### config.mk
export PLATFORM = sky130hd
export DESIGN_NAME = fetch_queue
export DESIGN_NICKNAME = d
export VERILOG_FILES = /design/src/rtl/fetch_queue.sv
export SDC_FILE = /design/constraint.sdc
export NUM_CORES = 1
export LEC_CHECK = 0
export CORE_MARGIN = 4
export CORE_UTILIZATION = 60
export DETAILED_ROUTE_END_ITERATION = 8
export DONT_BUFFER_PORTS = 1
export PLACE_DENSITY = 0.76
export SYNTH_ARGS = -nofsm -noshare
export SYNTH_HDL_FRONTEND = slang
export SYNTH_SLANG_ARGS = --single-unit
### constraint.sdc
create_clock -name clk_i -period 5.2 [get_ports clk_i]
set_input_delay 0.78 -clock clk_i [delete_from_list [all_inputs] [get_ports clk_i]]
set_output_delay 0.78 -clock clk_i [all_outputs]
set_load 0.02 [all_outputs]
### src/rtl/fetch_queue.sv
// Decoupling FIFO between the frontend and id_stage, flushed as a whole on a pipeline flush.
// Optional fall-through when empty: define FETCH_QUEUE_BYPASS_EN.

package fetch_queue_pkg;
    typedef struct packed {
        logic [31:0] address;
        logic [31:0] instruction;
        logic        is_compressed;
        logic        ex_valid;
    } frontend_fetch_t;
endpackage

module fetch_queue
    import fetch_queue_pkg::*;
#(
    parameter int unsigned DEPTH = 4
) (
    input  logic                        clk_i,
    input  logic                        rst_ni,
    input  logic                        flush_i,
    input  frontend_fetch_t             fetch_entry_i,
    input  logic                        fetch_entry_valid_i,
    output logic                        fetch_entry_ready_o,
    output frontend_fetch_t             fetch_entry_o,
    output logic                        fetch_entry_valid_o,
    input  logic                        fetch_ack_i,
    output logic [$clog2(DEPTH):0]      usage_o
);

    localparam int unsigned PTR_W = $clog2(DEPTH);
    localparam int unsigned CNT_W = PTR_W + 1;
    localparam logic [CNT_W-1:0] FULL_CNT = CNT_W'(DEPTH);

    frontend_fetch_t  mem_q [DEPTH];
    logic [PTR_W-1:0] rd_ptr_q;
    logic [PTR_W-1:0] wr_ptr_q;
    logic [CNT_W-1:0] count_q;
    logic [CNT_W-1:0] count_d;

    logic empty;
    logic full;
    logic push;
    logic pop;
    logic write_en;
    logic pop_stored;

    // Handshakes: an entry moves in on valid_i & ready_o and out on valid_o & ack_i,
    // both at the rising clock edge. ready_o comes from registered count only, so a
    // pop while full frees the slot one cycle later; ack_i without valid_o is ignored.
    assign empty               = (count_q == '0);
    assign full                = (count_q == FULL_CNT);
    assign fetch_entry_ready_o = !full;
    assign push                = fetch_entry_valid_i & fetch_entry_ready_o;
    assign pop                 = fetch_entry_valid_o & fetch_ack_i;
    assign usage_o             = count_q;

`ifdef FETCH_QUEUE_BYPASS_EN
    logic bypass;

    // When empty, the incoming entry falls through; if acked at once it is never stored.
    assign bypass              = empty & fetch_entry_valid_i;
    assign fetch_entry_valid_o = !empty | fetch_entry_valid_i;
    assign fetch_entry_o       = bypass ? fetch_entry_i : mem_q[rd_ptr_q];
    assign write_en            = push & ~(bypass & fetch_ack_i);
    assign pop_stored          = pop & ~empty;
`else
    assign fetch_entry_valid_o = !empty;
    assign fetch_entry_o       = mem_q[rd_ptr_q];
    assign write_en            = push;
    assign pop_stored          = pop;
`endif

    always_comb begin
        count_d = count_q + CNT_W'(write_en) - CNT_W'(pop_stored);
    end

    // Storage survives a flush; only the pointers and count are cleared.
    always_ff @(posedge clk_i or negedge rst_ni) begin
        if (!rst_ni) begin
            for (int i = 0; i < DEPTH; i++) begin
                mem_q[i] <= '0;
            end
        end else if (write_en && !flush_i) begin
            mem_q[wr_ptr_q] <= fetch_entry_i;
        end
    end

    always_ff @(posedge clk_i or negedge rst_ni) begin
        if (!rst_ni) begin
            rd_ptr_q <= '0;
            wr_ptr_q <= '0;
            count_q  <= '0;
        end else if (flush_i) begin
            rd_ptr_q <= '0;
            wr_ptr_q <= '0;
            count_q  <= '0;
        end else begin
            if (write_en) begin
                wr_ptr_q <= wr_ptr_q + 1'b1;
            end
            if (pop_stored) begin
                rd_ptr_q <= rd_ptr_q + 1'b1;
            end
            count_q <= count_d;
        end
    end

endmodule
Word-level counts from Yosys, hierarchy flattened
Cells that the tools add are included.

storage, ports and cells
  bits in latches = 0
  memories = 0
  word-level logic and storage cells = 50
  bits in read-only memories = 0
  bits in writable memories = 0
  input bits = 71
  output and inout bits = 71
  register bits after elaboration = 271

operators by class
  bitwise operators = 4
  div/mod/pow operators = 0
  magnitude comparators = 3
  eq/ne operators = 1
  add/subtract/negate cells = 4
  multiplexer cells = 11
  reductions and logical operators = 8
  shift operators = 0
  multipliers = 0

operators with widths
  kind                 number
  $bwmux 264           1
  $mux 66              3
  $bmux 66 s2          1
  $demux 66 s2         1
  $mux 2               4
  $ge 3x3->1 const B   2
  $not 2->3            2
  $add 2x1->2 const B  2
  $reduce_bool 2->1    2
  $add 3x1->3          1
  $eq 3x3->1 const B   1
  $logic_not 1->1      3
  $logic_not 3->1      1
  $lt 3x1->1 const B   1
  $mux 3               1
  $sub 3x1->3          1
  $and 1x1->1          2
  $logic_and 1x1->1    2

Depth between registers and ports, before layout
Gate-level depths: netlist of the first run.

  depth after elaboration = 6
  depth in mapped cells = 11
  gate-level depth less buffers = 10

Worst setup path after synthesis of the first run
OpenSTA, ideal clock, no wires.

  kind = flip-flop to flip-flop
  start = register count_q[1] (netlist: usage_o[1])
  end = register count_q[2] (netlist: usage_o[2])
  arrival = 2.310 ns
  slack = 2.759 ns
  library setup time = 0.131 ns
  cell stages (with the launch flop) = 12
  required time = 5.069 ns
  path buffers = 1
  clock period less this slack = 2.441 ns
  cells stage by stage = dfrtp_1 -> or3b_1 -> buf_6 -> and2_1 -> inv_1 -> ha_1 -> inv_1 -> ha_1 -> inv_1 -> fa_1 -> xnor2_1 -> nor2_1

between the ends
  longest elaborated chain between the ends = 6
  elaborated cells on any way between the ends = 9
  those cells by class = add/sub (2); eq/ne (1); mux (1); bitwise (2); reduce/logical (3)

ends and longest elaborated chain
  element                        RTL line  source
  from (decl)                    37        logic [CNT_W-1:0] count_q;
  from (signal assigned)         104       count_q <= count_d;
  $eq 3x3->1                     51        assign full = (count_q == FULL_CNT);
  $logic_not 1->1                52        assign fetch_entry_ready_o = !full;
  named net fetch_entry_ready_o  23        output logic fetch_entry_ready_o,
  $and 1x1->1                    53        assign push = fetch_entry_valid_i & fetch_entry_ready_o;
  $add 3x1->3                    74        count_d = count_q + CNT_W'(write_en) - CNT_W'(pop_stored);
  $sub 3x1->3                    74
  $mux 3                         93        end else if (flush_i) begin

The timed path passes the listed nets, and every way through them passes these cells.
A chain may end at the register's enable or synchronous reset.

==> results.tsv, run 1 <==
stage	metric	value	unit
layout	final design instance area without fill	13480	sq um
worst_setup_path	critical-path cell list	buf_4 -> mux4_2	
cts	count of cells resized by post-cts repair	0	
power	maximum VDD drop	408.8	uV
worst_setup_path	Arrival @ worst endpoint	2.50	ns
drt	DRC errors left	0	
place	placed insts	913	
worst_setup_path	buffer and inverter count on the worst path	1	
layout	antenna diode instance count	0	
sta	minimum hold slack	-0.04639	ns
layout	layout cells sized above 1	55.97	%
layout	area growth from synthesis to layout	6.841	%
worst_hold_path	Worst Hold Class	input pin to asynchronous set/reset pin	
synth	count of warnings emitted by yosys	0	
global_routing	antenna violations before repair	0	
synth	synthesized net count	760	
global_routing	overall global routing resource usage	20.56	%
place	placed wire-length estimate	14.11	mm
worst_setup_path	cell family contributing the most delay on the critical path	flip-flops	
layout	number of fillers in the final layout	1381	
sta	Fmax achieved	0.3053	GHz
layout	number of nets in the layout	751	
synth	post-synthesis instance total	682	
cts	Longest Clk Path Bufs	3	
place	DP Area	12530	sq um
sta	final number of max-transition violations	0	
global_routing	first-pass GRT wire length	38.94	mm
layout	footprint of the multi-input gates	5336	sq um
die	Die Width	153.0	um
sta	RSZ-0062 raised after global routing	false	
layout	fin cells	965	
outcome	failing checks	hold timing	
die	initial standard-cell utilization of the core	61.78	%
cts	Post-CTS Setup Repair Bufs	0	
sta	setup violators final	0	
flow_run	Maximum Capacitance Violations	0	
global_routing	number of global-route vias before repair	6873	
synth	portion of the post-synthesis area used by sequential elements	53.73	%
cts	worst-skew pair later-pin latency	0.52	ns
outcome	status	finished, violations left	
cts	number of sinks driven by the clock tree	271	
worst_setup_path	crit path max fanout	24	
place	Port Buffers	0	
sta	headroom to the max-slew limit	26.42	%
place	worst slack at placement	2.218	ns
sta	slew at the pin closest to its max-slew limit	1.104	ns
sta	final-report hold violation count	96	
worst_setup_path	max incr delay on CP	0.75	ns
global_routing	met3 usage	6.503	%
die	area enclosed by the die boundary	23420	sq um
global_routing	pin count of the biggest net entering global routing	272	
die	Placeable Area	20430	sq um
drt	DRT antenna net count	0	
global_routing	met2 Track Usage GR	33.72	%
sta	final period utilization	62.99	%
global_routing	grt met1 use	27.61	%
sta	Min Clock Period, post-route	3.275	ns
die	Die Ht	153.0	um
place	global placer's final weighted congestion	0.7648	
sta	sum of negative setup slack	0	ns
synth	distinct cell type count of the synthesized netlist	24	
worst_setup_path	Crit. End Element	output pin	
worst_setup_path	highest-delay cell along the critical path	sky130_fd_sc_hd__dfrtp_4	
cts	clock tree from TritonCTS	yes	
layout	Register Area	6789	sq um
drt	total wire length	23.73	mm
global_routing	remaining global-route overflow	0	
drt	routed vias	5888	
cts	htree depth	1	
worst_setup_path	Levels on crit path	2	
power	Power Density	644.6	nW/um^2
drt	average wire per cell in the routed design	24.59	um
worst_setup_path	depth of the worst register-to-register path	4	
synth	post-synthesis average cell area	18.51	sq um
worst_setup_path	startpoint type of the worst setup path	flip-flop	
worst_setup_path	classification of the worst setup path	flip-flop to output pin	
cts	Clk Tree Root Cell	sky130_fd_sc_hd__clkbuf_16	
sta	Setup WS post-layout	1.925	ns
drt	via-per-instance ratio	6.102	
cts	Num CTS Buffers	28	
global_routing	GRT busiest layer	met2	
sta	Fin Clk Skew	0.006919	ns
die	Core Rows	52	
synth	mapped cell area	12620	sq um
synth	number of storage elements in the synthesis netlist	271	
cts	CTS clk-pin slew, worst paths	0.06	ns
power	leakage power	5.909	nW
drt	number of violations reported at the end of detailed-routing iteration 0	368	
die	# IOs	142	
drt	first-pass iteration count of the detailed router	4	
worst_setup_path	required time reported for the critical path endpoint	4.42	ns
[metrics by stage]
stage / util (%) / hold WS, ns / power [mW]
detailed placement: 61.32 / 0.4890 / 6.736
CTS: 66.00 / -0.06423 / 8.800
global route: 66.00 / -0.07758 / 9.141
floorplan: - / 0.4751 / 6.208
global placement: 61.32 / 0.4833 / 6.573
finish: 66.00 / -0.04639 / 8.692
[metal layers]
layer  wire, um  vias to the layer above
met3       1728                       31
met1       9909                     3213
met4        405                        0
li1           -                     2510
met2      11680                      134
met5          0                        -
[cell families (layout without fill, tap and decap cells)]
group | after synthesis | count (layout) | share of synthesized area, %
AO/OA/AOI/OAI | 3 | 3 | 0.1983
XOR/XNOR | 4 | 4 | 0.2776
adder cells (fa/ha/maj) | 7 | 7 | 0.7534
buffers and inverters | 50 | 63 | 3.985
flip-flops | 271 | 271 | 53.73
multiplexers | 331 | 331 | 40.18
AND/OR/NAND/NOR | 16 | 16 | 0.8724
[worst reg2reg max path, delay by kind of cell (launching register included)]
kind          cells  cell delay, ns
buf+inv           1            0.51
flops             1            0.57
mux               1            0.35
simple gates      2            1.37
[layout by cell type (no fill, tap or decap)]
| cell | count |
|---|---|
| sky130_fd_sc_hd__xor2_1 | 2 |
| sky130_fd_sc_hd__o31a_1 | 1 |
| sky130_fd_sc_hd__clkinv_2 | 6 |
| sky130_fd_sc_hd__clkbuf_1 | 6 |
| sky130_fd_sc_hd__or3_1 | 1 |
| sky130_fd_sc_hd__bufinv_16 | 2 |
| sky130_fd_sc_hd__fa_1 | 1 |
| sky130_fd_sc_hd__dfrtp_1 | 269 |
| sky130_fd_sc_hd__dfrtp_4 | 2 |
| sky130_fd_sc_hd__and2_1 | 1 |
| sky130_fd_sc_hd__o31ai_1 | 1 |
| sky130_fd_sc_hd__mux2_2 | 105 |
| sky130_fd_sc_hd__mux2_4 | 160 |
| sky130_fd_sc_hd__xnor2_1 | 2 |
| sky130_fd_sc_hd__o311ai_0 | 1 |
| sky130_fd_sc_hd__clkinv_4 | 1 |
| sky130_fd_sc_hd__mux4_2 | 66 |
| sky130_fd_sc_hd__nor2b_1 | 2 |
| sky130_fd_sc_hd__buf_4 | 6 |
| sky130_fd_sc_hd__ha_1 | 6 |
| sky130_fd_sc_hd__or3b_1 | 1 |
| sky130_fd_sc_hd__clkbuf_16 | 29 |
| sky130_fd_sc_hd__clkbuf_8 | 8 |
| sky130_fd_sc_hd__and3_4 | 4 |
| sky130_fd_sc_hd__inv_1 | 5 |
| sky130_fd_sc_hd__nand4b_1 | 1 |
| sky130_fd_sc_hd__nor2_1 | 6 |
[report_power, final]
group	internal, mW	total [mW]	switching, mW
combinational	1.73	2.98	1.25
sequential	3.07	3.69	0.624
clock	1.23	2.02	0.791
total	6.03	8.69	2.66
[Yosys cell counts (all sizes together)]
library cell,instances,area [sq um]
dfrtp,271,6782
mux2,265,3585
mux4,66,1486
buf,39,461.7
clkbuf,6,22.52
ha,6,75.07
nor2,6,22.52
inv,5,18.77
and3,4,45.04
nor2b,2,12.51
xnor2,2,17.52
xor2,2,17.52
and2,1,6.260
fa,1,20.02
nand4b,1,8.760
o311ai,1,8.760
o31a,1,8.760
o31ai,1,7.510
or3,1,6.260
or3b,1,8.760
[path summary, 6_finish.rpt]
check                            start                 to  slack [ns]
setup / recovery           rd_ptr_q[0]  fetch_entry_o[65]        1.92
hold / removal                  rst_ni         mem_q[114]       -0.05
setup reg to reg            usage_o[1]         mem_q[168]        2.28
hold reg to reg              mem_q[74]          mem_q[74]        0.50
max in group asynchronous       rst_ni         mem_q[213]        4.80
min in group clk_i             flush_i        rd_ptr_q[1]        0.32
[flip-flops by register name (all words and copies together) (netlist names)]
register  count
usage_o       3
mem_q       264
wr_ptr_q      2
rd_ptr_q      2
[final cells by class]
cell class	instances	area share, %
Clock buffer	43	6.365
Clock inverter	9	0.7330
Inverter	5	0.1392
Multi-Input combinational cell	361	39.57
Sequential cell	271	50.35
Tap cell	270	2.505
Timing Repair Buffer	6	0.3340
Note: power is estimated with default switching activity, not from simulation.
==> run 2, diff against run 1 <==
--- a/config.mk
+++ b/config.mk
@@ -5,8 +5,9 @@
 export SDC_FILE = /design/constraint.sdc
 export NUM_CORES = 1
 export LEC_CHECK = 0
+export ABC_AREA = 1
 export CORE_MARGIN = 4
-export CORE_UTILIZATION = 60
+export CORE_UTILIZATION = 58
 export DETAILED_ROUTE_END_ITERATION = 8
 export DONT_BUFFER_PORTS = 1
 export PLACE_DENSITY = 0.76
==> constraint.sdc (replaced) <==
create_clock -name clk_i -period 2.8 [get_ports clk_i]
set_input_delay 0.42 -clock clk_i [delete_from_list [all_inputs] [get_ports clk_i]]
set_output_delay 0.42 -clock clk_i [all_outputs]
set_load 0.02 [all_outputs]
==> run 2 against run 1 <==
Against the previous run:
- sequential power increased by 75%
- area after synthesis increased by 3.4%
- the flow still finishes with violations (hold timing)
- total power increased by 98%
- routed wire length increased by 58%
- die area increased by 6.6%
- highest routed layer unchanged
- synthesized cell count increased by 130%
- global-route usage increased by 9.0 points
- largest cell class unchanged
- setup slack got worse by 1.8 ns
- utilization about the same
==> results.tsv, run 2 <==
stage	metric	value	unit	change
cts	number of sinks driven by the clock tree	271		unchanged
global_routing	pin count of the biggest net entering global routing	272		unchanged
global_routing	first-pass GRT wire length	60.15	mm	+54%
synth	post-synthesis average cell area	8.155	sq um	-56%
drt	number of violations reported at the end of detailed-routing iteration 0	1374		+270%
layout	antenna diode instance count	0		unchanged
die	# IOs	142		unchanged
synth	fraction of registers with async set or reset after synthesis	100.0	%	unchanged
layout	fin cells	1870		+94%
layout	most common cell after layout, fill and taps aside	sky130_fd_sc_hd__nand2_1		
power	proportion of power drawn by the clock network	21.8	%	-1.5 points
drt	first-pass iteration count of the detailed router	6		+2
worst_setup_path	crit path max fanout	72		+200%
cts	Num CTS Buffers	28		unchanged
drt	total wire length	37.41	mm	+58%
outcome	failing checks	hold timing		
synth	area share of the largest cell type after synthesis	51.98	%	-1.8 points
sta	final period utilization	95.70	%	
place	DP Area	13540	sq um	+8.1%
place	placed wire-length estimate	19.22	mm	+36%
layout	flip-flop count of the largest register after layout	264		unchanged
worst_setup_path	critical-path cell list	inv_4 -> buf_12 -> o21ai_0 -> o22ai_1 -> buf_4		
synth	top flip-flop cell by instance count after synthesis	sky130_fd_sc_hd__dfrtp_1		
layout	layout cells sized above 1	9.560	%	-46 points
power	power share of the sequential group	37.5	%	-5.0 points
sta	final number of max-transition violations	0		unchanged
worst_setup_path	Crit. End Element	output pin		
power	power spent charging and discharging nets	6.843	mW	+160%
layout	number of nets in the layout	1647		+120%
sta	RSZ-0062 raised after global routing	false		
power	P_int	10.37	mW	+72%
synth	dominant cell by count in the synthesized netlist	sky130_fd_sc_hd__nand2_1		
place	Port Buffers	0		unchanged
synth	most instantiated cells after synthesis	sky130_fd_sc_hd__nand2_1 (541), sky130_fd_sc_hd__dfrtp_1 (271), sky130_fd_sc_hd__nand4_1 (268)		
place	global placer's final weighted congestion	0.7738		+1.2%
worst_setup_path	startpoint type of the worst setup path	flip-flop		
synth	EDFF count, synth	0		unchanged
die	initial standard-cell utilization of the core	59.42	%	-2.4 points
sta	setup violators final	0		unchanged
drt	DRC errors left	0		unchanged
layout	final design instance area without fill	14500	sq um	+7.5%
sta	Min Clock Period, post-route	2.680	ns	
worst_setup_path	worst-case register-to-register setup slack	0.42	ns	-1.86 ns
power	Overall Power	17.22	mW	+98%
worst_setup_path	launch instance of the worst register-to-register path	usage_o[1]		
sta	final-report hold violation count	271		+180%
worst_setup_path	max incr delay on CP	0.66	ns	-0.09 ns
die	Die Ht	158.0	um	+3.2%
power	maximum VDD drop	762.9	uV	+87%
synth	post-synthesis instance total	1600		+130%
synth	mapped cell area	13050	sq um	+3.4%
flow_run	Maximum Capacitance Violations	0		unchanged
place	worst slack at placement	0.4317	ns	-1.786 ns
die	Placeable Area	21960	sq um	+7.5%
drt	routed vias	12000		+100%
global_routing	remaining global-route overflow	0		unchanged
cts	Clk Tree Root Cell	sky130_fd_sc_hd__clkbuf_16		
place	placed insts	1817		+99%
synth	main area contributors after synthesis	sky130_fd_sc_hd__dfrtp_1 (52%), sky130_fd_sc_hd__nand2_1 (16%), sky130_fd_sc_hd__nand4_1 (13%)		
worst_setup_path	depth of the worst register-to-register path	11		+7
drt	DRT antenna net count	0		unchanged
die	Die Width	158.0	um	+3.2%
power	Gate power share	40.6	%	+6.3 points
worst_setup_path	critical register-to-register path endpoint	usage_o[2]		
die	Core Rows	54		+3.8%
worst_setup_path	required time reported for the critical path endpoint	2.38	ns	-2.04 ns
outcome	status	finished, violations left		
synth	synthesized net count	1678		+120%
power	leakage power	7.458	nW	+26%
global_routing	overall global routing resource usage	29.51	%	+9.0 points
worst_setup_path	highest-delay cell along the critical path	sky130_fd_sc_hd__dfrtp_4		
drt	average wire per cell in the routed design	20.01	um	-19%
sta	Fmax achieved	0.3732	GHz	
worst_setup_path	classification of the worst setup path	flip-flop to output pin		
global_routing	antenna violations before repair	0		unchanged
worst_hold_path	Worst Hold Class	input pin to asynchronous set/reset pin		
cts	worst-skew pair later-pin latency	0.55	ns	+0.03 ns
sta	Fin Clk Skew	0.01248	ns	+0.005562 ns
cts	clock tree from TritonCTS	yes		
power	fraction of power spent switching nets	39.75	%	+9.1 points
synth	distinct cell type count of the synthesized netlist	19		-21%
sta	Setup WS post-layout	0.1204	ns	-1.804 ns
cts	quantity of hold-fixing buffers added after cts	1		
power	Power Density	1187	nW/um^2	+84%
global_routing	number of global-route vias before repair	11420		+66%
cts	htree depth	1		unchanged
synth	count of warnings emitted by yosys	0		unchanged
sta	slew at the pin closest to its max-slew limit	0.8774	ns	-0.2263 ns
cts	Longest Clk Path Bufs	3		unchanged
synth	portion of the post-synthesis area used by sequential elements	51.98	%	-1.8 points
layout	area growth from synthesis to layout	11.14	%	
layout	end-of-flow core utilization	66.04	%	about the same
cts	CTS clk-pin slew, worst paths	0.06	ns	about the same
synth	number of storage elements in the synthesis netlist	271		unchanged
worst_setup_path	Arrival @ worst endpoint	2.26	ns	-0.24 ns
drt	via-per-instance ratio	6.417		+5.2%
sta	minimum hold slack	-0.4177	ns	-0.3714 ns
synth	dominant cell type by area after synthesis	sky130_fd_sc_hd__dfrtp_1		
sta	headroom to the max-slew limit	41.51	%	+15 points
die	area enclosed by the die boundary	24960	sq um	+6.6%
layout	Reg with most FFs	mem_q		
sta	sum of negative setup slack	0	ns	unchanged
layout	most used cells in the layout excluding fill and tap cells	sky130_fd_sc_hd__nand2_1 (541), sky130_fd_sc_hd__dfrtp_1 (269), sky130_fd_sc_hd__nand4_1 (268), sky130_fd_sc_hd__nor2_1 (138), sky130_fd_sc_hd__o21ai_0 (134)		
[run 2: changes by cell type after synthesis, moves of 35 or more]
cell                       delta
sky130_fd_sc_hd__mux2_2     -105
sky130_fd_sc_hd__o22ai_1     +66
sky130_fd_sc_hd__mux4_2      -66
sky130_fd_sc_hd__o21ai_0    +134
sky130_fd_sc_hd__buf_2       +35
sky130_fd_sc_hd__nand4_1    +268
sky130_fd_sc_hd__nor2_1     +132
sky130_fd_sc_hd__mux2_4     -160
sky130_fd_sc_hd__clkbuf_1    +68
sky130_fd_sc_hd__nand2_1    +541
[run 2: what timing repair did]
| action | in CTS | in global routing |
|---|---|---|
| gates resized for setup | 0 | 1 |
| hold endpoints to repair | 273 | 271 |
| setup buffers | 0 | 1 |
| setup endpoints to repair | 0 | 9 |
[run 2: cells by family (layout without fill, tap and decap cells)]
| family | Yosys count | after routing | synth area share (%) |
|---|---|---|---|
| xor+xnor | 2 | 2 | 0.1343 |
| fa+ha+maj | 7 | 7 | 0.7288 |
| flops | 271 | 271 | 51.98 |
| compound gates | 201 | 201 | 8.372 |
| buf+inv | 169 | 159 | 6.281 |
| simple gates | 950 | 950 | 32.51 |
[run 2: final cells by class]
cell class,count,area (sq um)
Clock buffer,38,789.5
Inverter,11,48.80
Sequential cell,271,6787
Multi-Input combinational cell,1160,5464
Fill cell,1823,7457
Tap cell,280,350.3
Timing Repair Buffer,97,922.1
Clock inverter,13,140.1
[run 2: metal layers]
| layer | global-route usage (%) | up-vias | part of all wire [%] |
|---|---|---|---|
| met5 | 0 | - | 0 |
| met4 | 8.286 | 0 | 2.8 |
| met3 | 5.413 | 90 | 11 |
| met2 | 45.40 | 693 | 46 |
| met1 | 43.49 | 5771 | 41 |
| li1 | - | 5446 | - |
[run 2: power groups by stage]
| stage | sequential [mW] | combinational [mW] | clock [mW] |
|---|---|---|---|
| floorplan | 6.19 | 4.64 | 0 |
| global placement | 6.46 | 6.73 | 0 |
| detailed placement | 6.51 | 6.86 | 0 |
| CTS | 6.47 | 6.90 | 3.81 |
| global route | 6.65 | 7.68 | 3.99 |
| finish | 6.46 | 7.00 | 3.76 |
[run 2: worst max path at each step]
stage	cells past startpoint	from	end	slack (ns)
2_1_floorplan	11	usage_o[1]	usage_o[2]	0.65
3_3_place_gp	11	usage_o[1]	usage_o[2]	0.48
3_5_place_dp	11	usage_o[1]	usage_o[2]	0.43
4_1_cts	5	rd_ptr_q[0]	fetch_entry_o[21]	0.04
5_1_grt	5	rd_ptr_q[0]	fetch_entry_o[50]	0.05
6_report	5	rd_ptr_q[0]	fetch_entry_o[33]	0.12
[run 2: worst max-delay path: cells and delay by family, from the launching register on]
family,cells,cell delay (ns)
AO/OA/AOI/OAI,2,0.37
buffers and inverters,3,0.65
flip-flops,1,0.66
==> run 3, diff against run 2 <==
--- a/config.mk
+++ b/config.mk
@@ -10,6 +10,7 @@
 export CORE_UTILIZATION = 58
 export DETAILED_ROUTE_END_ITERATION = 8
 export DONT_BUFFER_PORTS = 1
+export GPL_TIMING_DRIVEN = 0
 export PLACE_DENSITY = 0.76
 export SYNTH_ARGS = -nofsm -noshare
 export SYNTH_HDL_FRONTEND = slang
==> run 3 against run 2 <==
Against the previous run:
- the flow still finishes with violations (hold timing)
- largest power group unchanged
- die area unchanged
- setup slack got worse by 0.076 ns
- largest cell class unchanged
- non-clock buffer count rose by 82
- register-to-register slack got worse by 0.16 ns
- critical endpoint is now fetch_entry_o[55]
- sequential share of layout area decreased by 1.5 points
- first-iteration DRC count increased by 6.6%
- total power fell by 0.43%
- via count is 7.5% higher
- hold slack worse by 0.0079 ns
- fmax down 2.7%
- flip-flop and latch count stayed put
==> results.tsv, run 3 (same netlist as run 2, synthesis figures left out) <==
stage	metric	value	unit	change
outcome	status	finished, violations left		
outcome	failing checks	hold timing		
drt	first-pass iteration count of the detailed router	6		unchanged
global_routing	pin count of the biggest net entering global routing	272		unchanged
layout	Reg with most FFs	mem_q		
die	area enclosed by the die boundary	24960	sq um	unchanged
sta	sum of negative setup slack	0	ns	unchanged
die	Die Ht	158.0	um	unchanged
layout	number of nets in the layout	1730		+5.0%
layout	fin cells	1950		+4.3%
drt	average wire per cell in the routed design	22.74	um	+14%
drt	DRC errors left	0		unchanged
global_routing	overall global routing resource usage	35.60	%	+6.1 points
layout	layout cells sized above 1	12.10	%	+2.5 points
die	initial standard-cell utilization of the core	59.42	%	unchanged
layout	end-of-flow core utilization	68.25	%	+2.2 points
sta	final number of max-transition violations	0		unchanged
die	Placeable Area	21960	sq um	unchanged
layout	final design instance area without fill	14990	sq um	+3.3%
drt	DRT antenna net count	0		unchanged
sta	minimum hold slack	-0.4257	ns	-0.007947 ns
place	placed insts	1880		+3.5%
cts	Clk Tree Root Cell	sky130_fd_sc_hd__clkbuf_16		
layout	most common cell after layout, fill and taps aside	sky130_fd_sc_hd__nand2_1		
power	Power Density	1144	nW/um^2	-3.6%
worst_hold_path	Worst Hold Class	input pin to asynchronous set/reset pin		
worst_setup_path	Crit. End Element	output pin		
sta	Fin Clk Skew	0.02365	ns	+0.01117 ns
drt	total wire length	44.35	mm	+19%
worst_setup_path	most numerous cell on the critical path	sky130_fd_sc_hd__buf_2		
global_routing	antenna violations before repair	0		unchanged
layout	antenna diode instance count	0		unchanged
layout	number of fillers in the final layout	1789		-1.9%
cts	htree depth	1		unchanged
worst_setup_path	crit path max fanout	10		-86%
flow_run	Maximum Capacitance Violations	0		unchanged
sta	Setup WS post-layout	0.04475	ns	-0.07568 ns
power	Overall Power	17.14	mW	-0.43%
worst_setup_path	cell family contributing the most delay on the critical path	buffers and inverters		
die	Die Width	158.0	um	unchanged
cts	clock tree from TritonCTS	yes		
sta	final-report hold violation count	271		unchanged
sta	headroom to the max-slew limit	50.60	%	+9.1 points
sta	Fmax achieved	0.3629	GHz	-2.7%
worst_setup_path	classification of the worst setup path	flip-flop to output pin		
worst_setup_path	max incr delay on CP	0.35	ns	-0.31 ns
layout	most used cells in the layout excluding fill and tap cells	sky130_fd_sc_hd__nand2_1 (541), sky130_fd_sc_hd__dfrtp_1 (271), sky130_fd_sc_hd__nand4_1 (268), sky130_fd_sc_hd__nor2_1 (138), sky130_fd_sc_hd__o21ai_0 (132)		
sta	final period utilization	98.40	%	+2.7 points
worst_setup_path	Arrival @ worst endpoint	2.34	ns	+0.08 ns
die	Core Rows	54		unchanged
global_routing	first-pass GRT wire length	70.47	mm	+17%
sta	Min Clock Period, post-route	2.755	ns	+0.07568 ns
cts	Num CTS Buffers	29		+3.6%
cts	quantity of hold-fixing buffers added after cts	21		+20
place	placed wire-length estimate	27.62	mm	+44%
layout	area growth from synthesis to layout	14.85	%	
cts	worst-skew pair later-pin latency	0.56	ns	about the same
worst_setup_path	critical-path cell list	buf_2 -> clkinvlp_4 -> clkbuf_4 -> buf_2 -> nor2_1 -> o22ai_2		
cts	CTS clk-pin slew, worst paths	0.06	ns	about the same
global_routing	remaining global-route overflow	0		unchanged
worst_setup_path	highest-delay cell along the critical path	sky130_fd_sc_hd__dfrtp_1		
worst_setup_path	required time reported for the critical path endpoint	2.38	ns	about the same
worst_setup_path	startpoint type of the worst setup path	flip-flop		
place	worst slack at placement	0.2494	ns	-0.1823 ns
drt	routed vias	12900		+7.5%
cts	Longest Clk Path Bufs	3		unchanged
place	global placer's final weighted congestion	0.8870		+15%
cts	number of sinks driven by the clock tree	271		unchanged
global_routing	number of global-route vias before repair	12940		+13%
power	maximum VDD drop	690.0	uV	-9.6%
worst_setup_path	buffer and inverter count on the worst path	4		+1
layout	flip-flop count of the largest register after layout	264		unchanged
place	Port Buffers	0		unchanged
sta	setup violators final	0		unchanged
die	# IOs	142		unchanged
sta	slew at the pin closest to its max-slew limit	0.7410	ns	-0.1365 ns
power	leakage power	7.611	nW	+2.1%
drt	number of violations reported at the end of detailed-routing iteration 0	1465		+6.6%
place	DP Area	13400	sq um	-1.0%
sta	RSZ-0062 raised after global routing	true		
drt	via-per-instance ratio	6.617		+3.1%
## run 3: timing repair
| action | CTS | global route |
|---|---|---|
| pin swaps | 0 | 5 |
| setup buffers | 0 | 0 |
| gates resized for setup | 70 | 24 |
| endpoints found under the hold margin | 301 | 271 |
| setup endpoints to repair | 66 | 64 |
## run 3: final cells by class
class,instances,area [sq um],area share (%)
sequential,271,6782,45.25
multi-input combinational,1160,5867,39.15
buffer,158,810.8,5.410
clock buffer,37,795.8,5.310
tap,280,350.3,2.338
timing repair buffer,21,210.2,1.403
clock inverter,12,125.1,0.8349
inverter,11,45.04,0.3006
## run 3: worst paths after layout
check | from | endpoint | slack (ns) | depth (start not counted)
min in group clk_i | fetch_entry_i[44] | mem_q[176] | 0 | 2
max in group asynchronous | rst_ni | mem_q[128] | 2.77 | 0
min reg2reg | mem_q[98] | mem_q[98] | 0.47 | 2
max | rd_ptr_q[0] | fetch_entry_o[55] | 0.04 | 6
min | rst_ni | mem_q[84] | -0.43 | 0
max reg2reg | usage_o[1] | usage_o[2] | 0.26 | 12
## run 3: worst reg2reg max path, stage by stage, from the launching register on
cell                      delay (ns)
sky130_fd_sc_hd__dfrtp_1        0.51
sky130_fd_sc_hd__nor2_2         0.22
sky130_fd_sc_hd__nand2_1        0.19
sky130_fd_sc_hd__nand2_1        0.21
sky130_fd_sc_hd__inv_1          0.11
sky130_fd_sc_hd__ha_1           0.28
sky130_fd_sc_hd__inv_1          0.09
sky130_fd_sc_hd__ha_1           0.15
sky130_fd_sc_hd__inv_1          0.05
sky130_fd_sc_hd__fa_1           0.41
sky130_fd_sc_hd__nand2_1        0.09
sky130_fd_sc_hd__nand2_1        0.05
sky130_fd_sc_hd__nor2_1         0.10
## run 3: routing by layer
layer	track usage [%]	wire length [um]
met5	0	0
met4	13.73	1601
met3	10.20	5209
met2	56.12	20740
met1	47.10	16800
## run 3: power by group
part / internal, mW / switching [mW]
logic: 2.06 / 4.87
registers: 5.52 / 0.906
clock network: 2.18 / 1.61
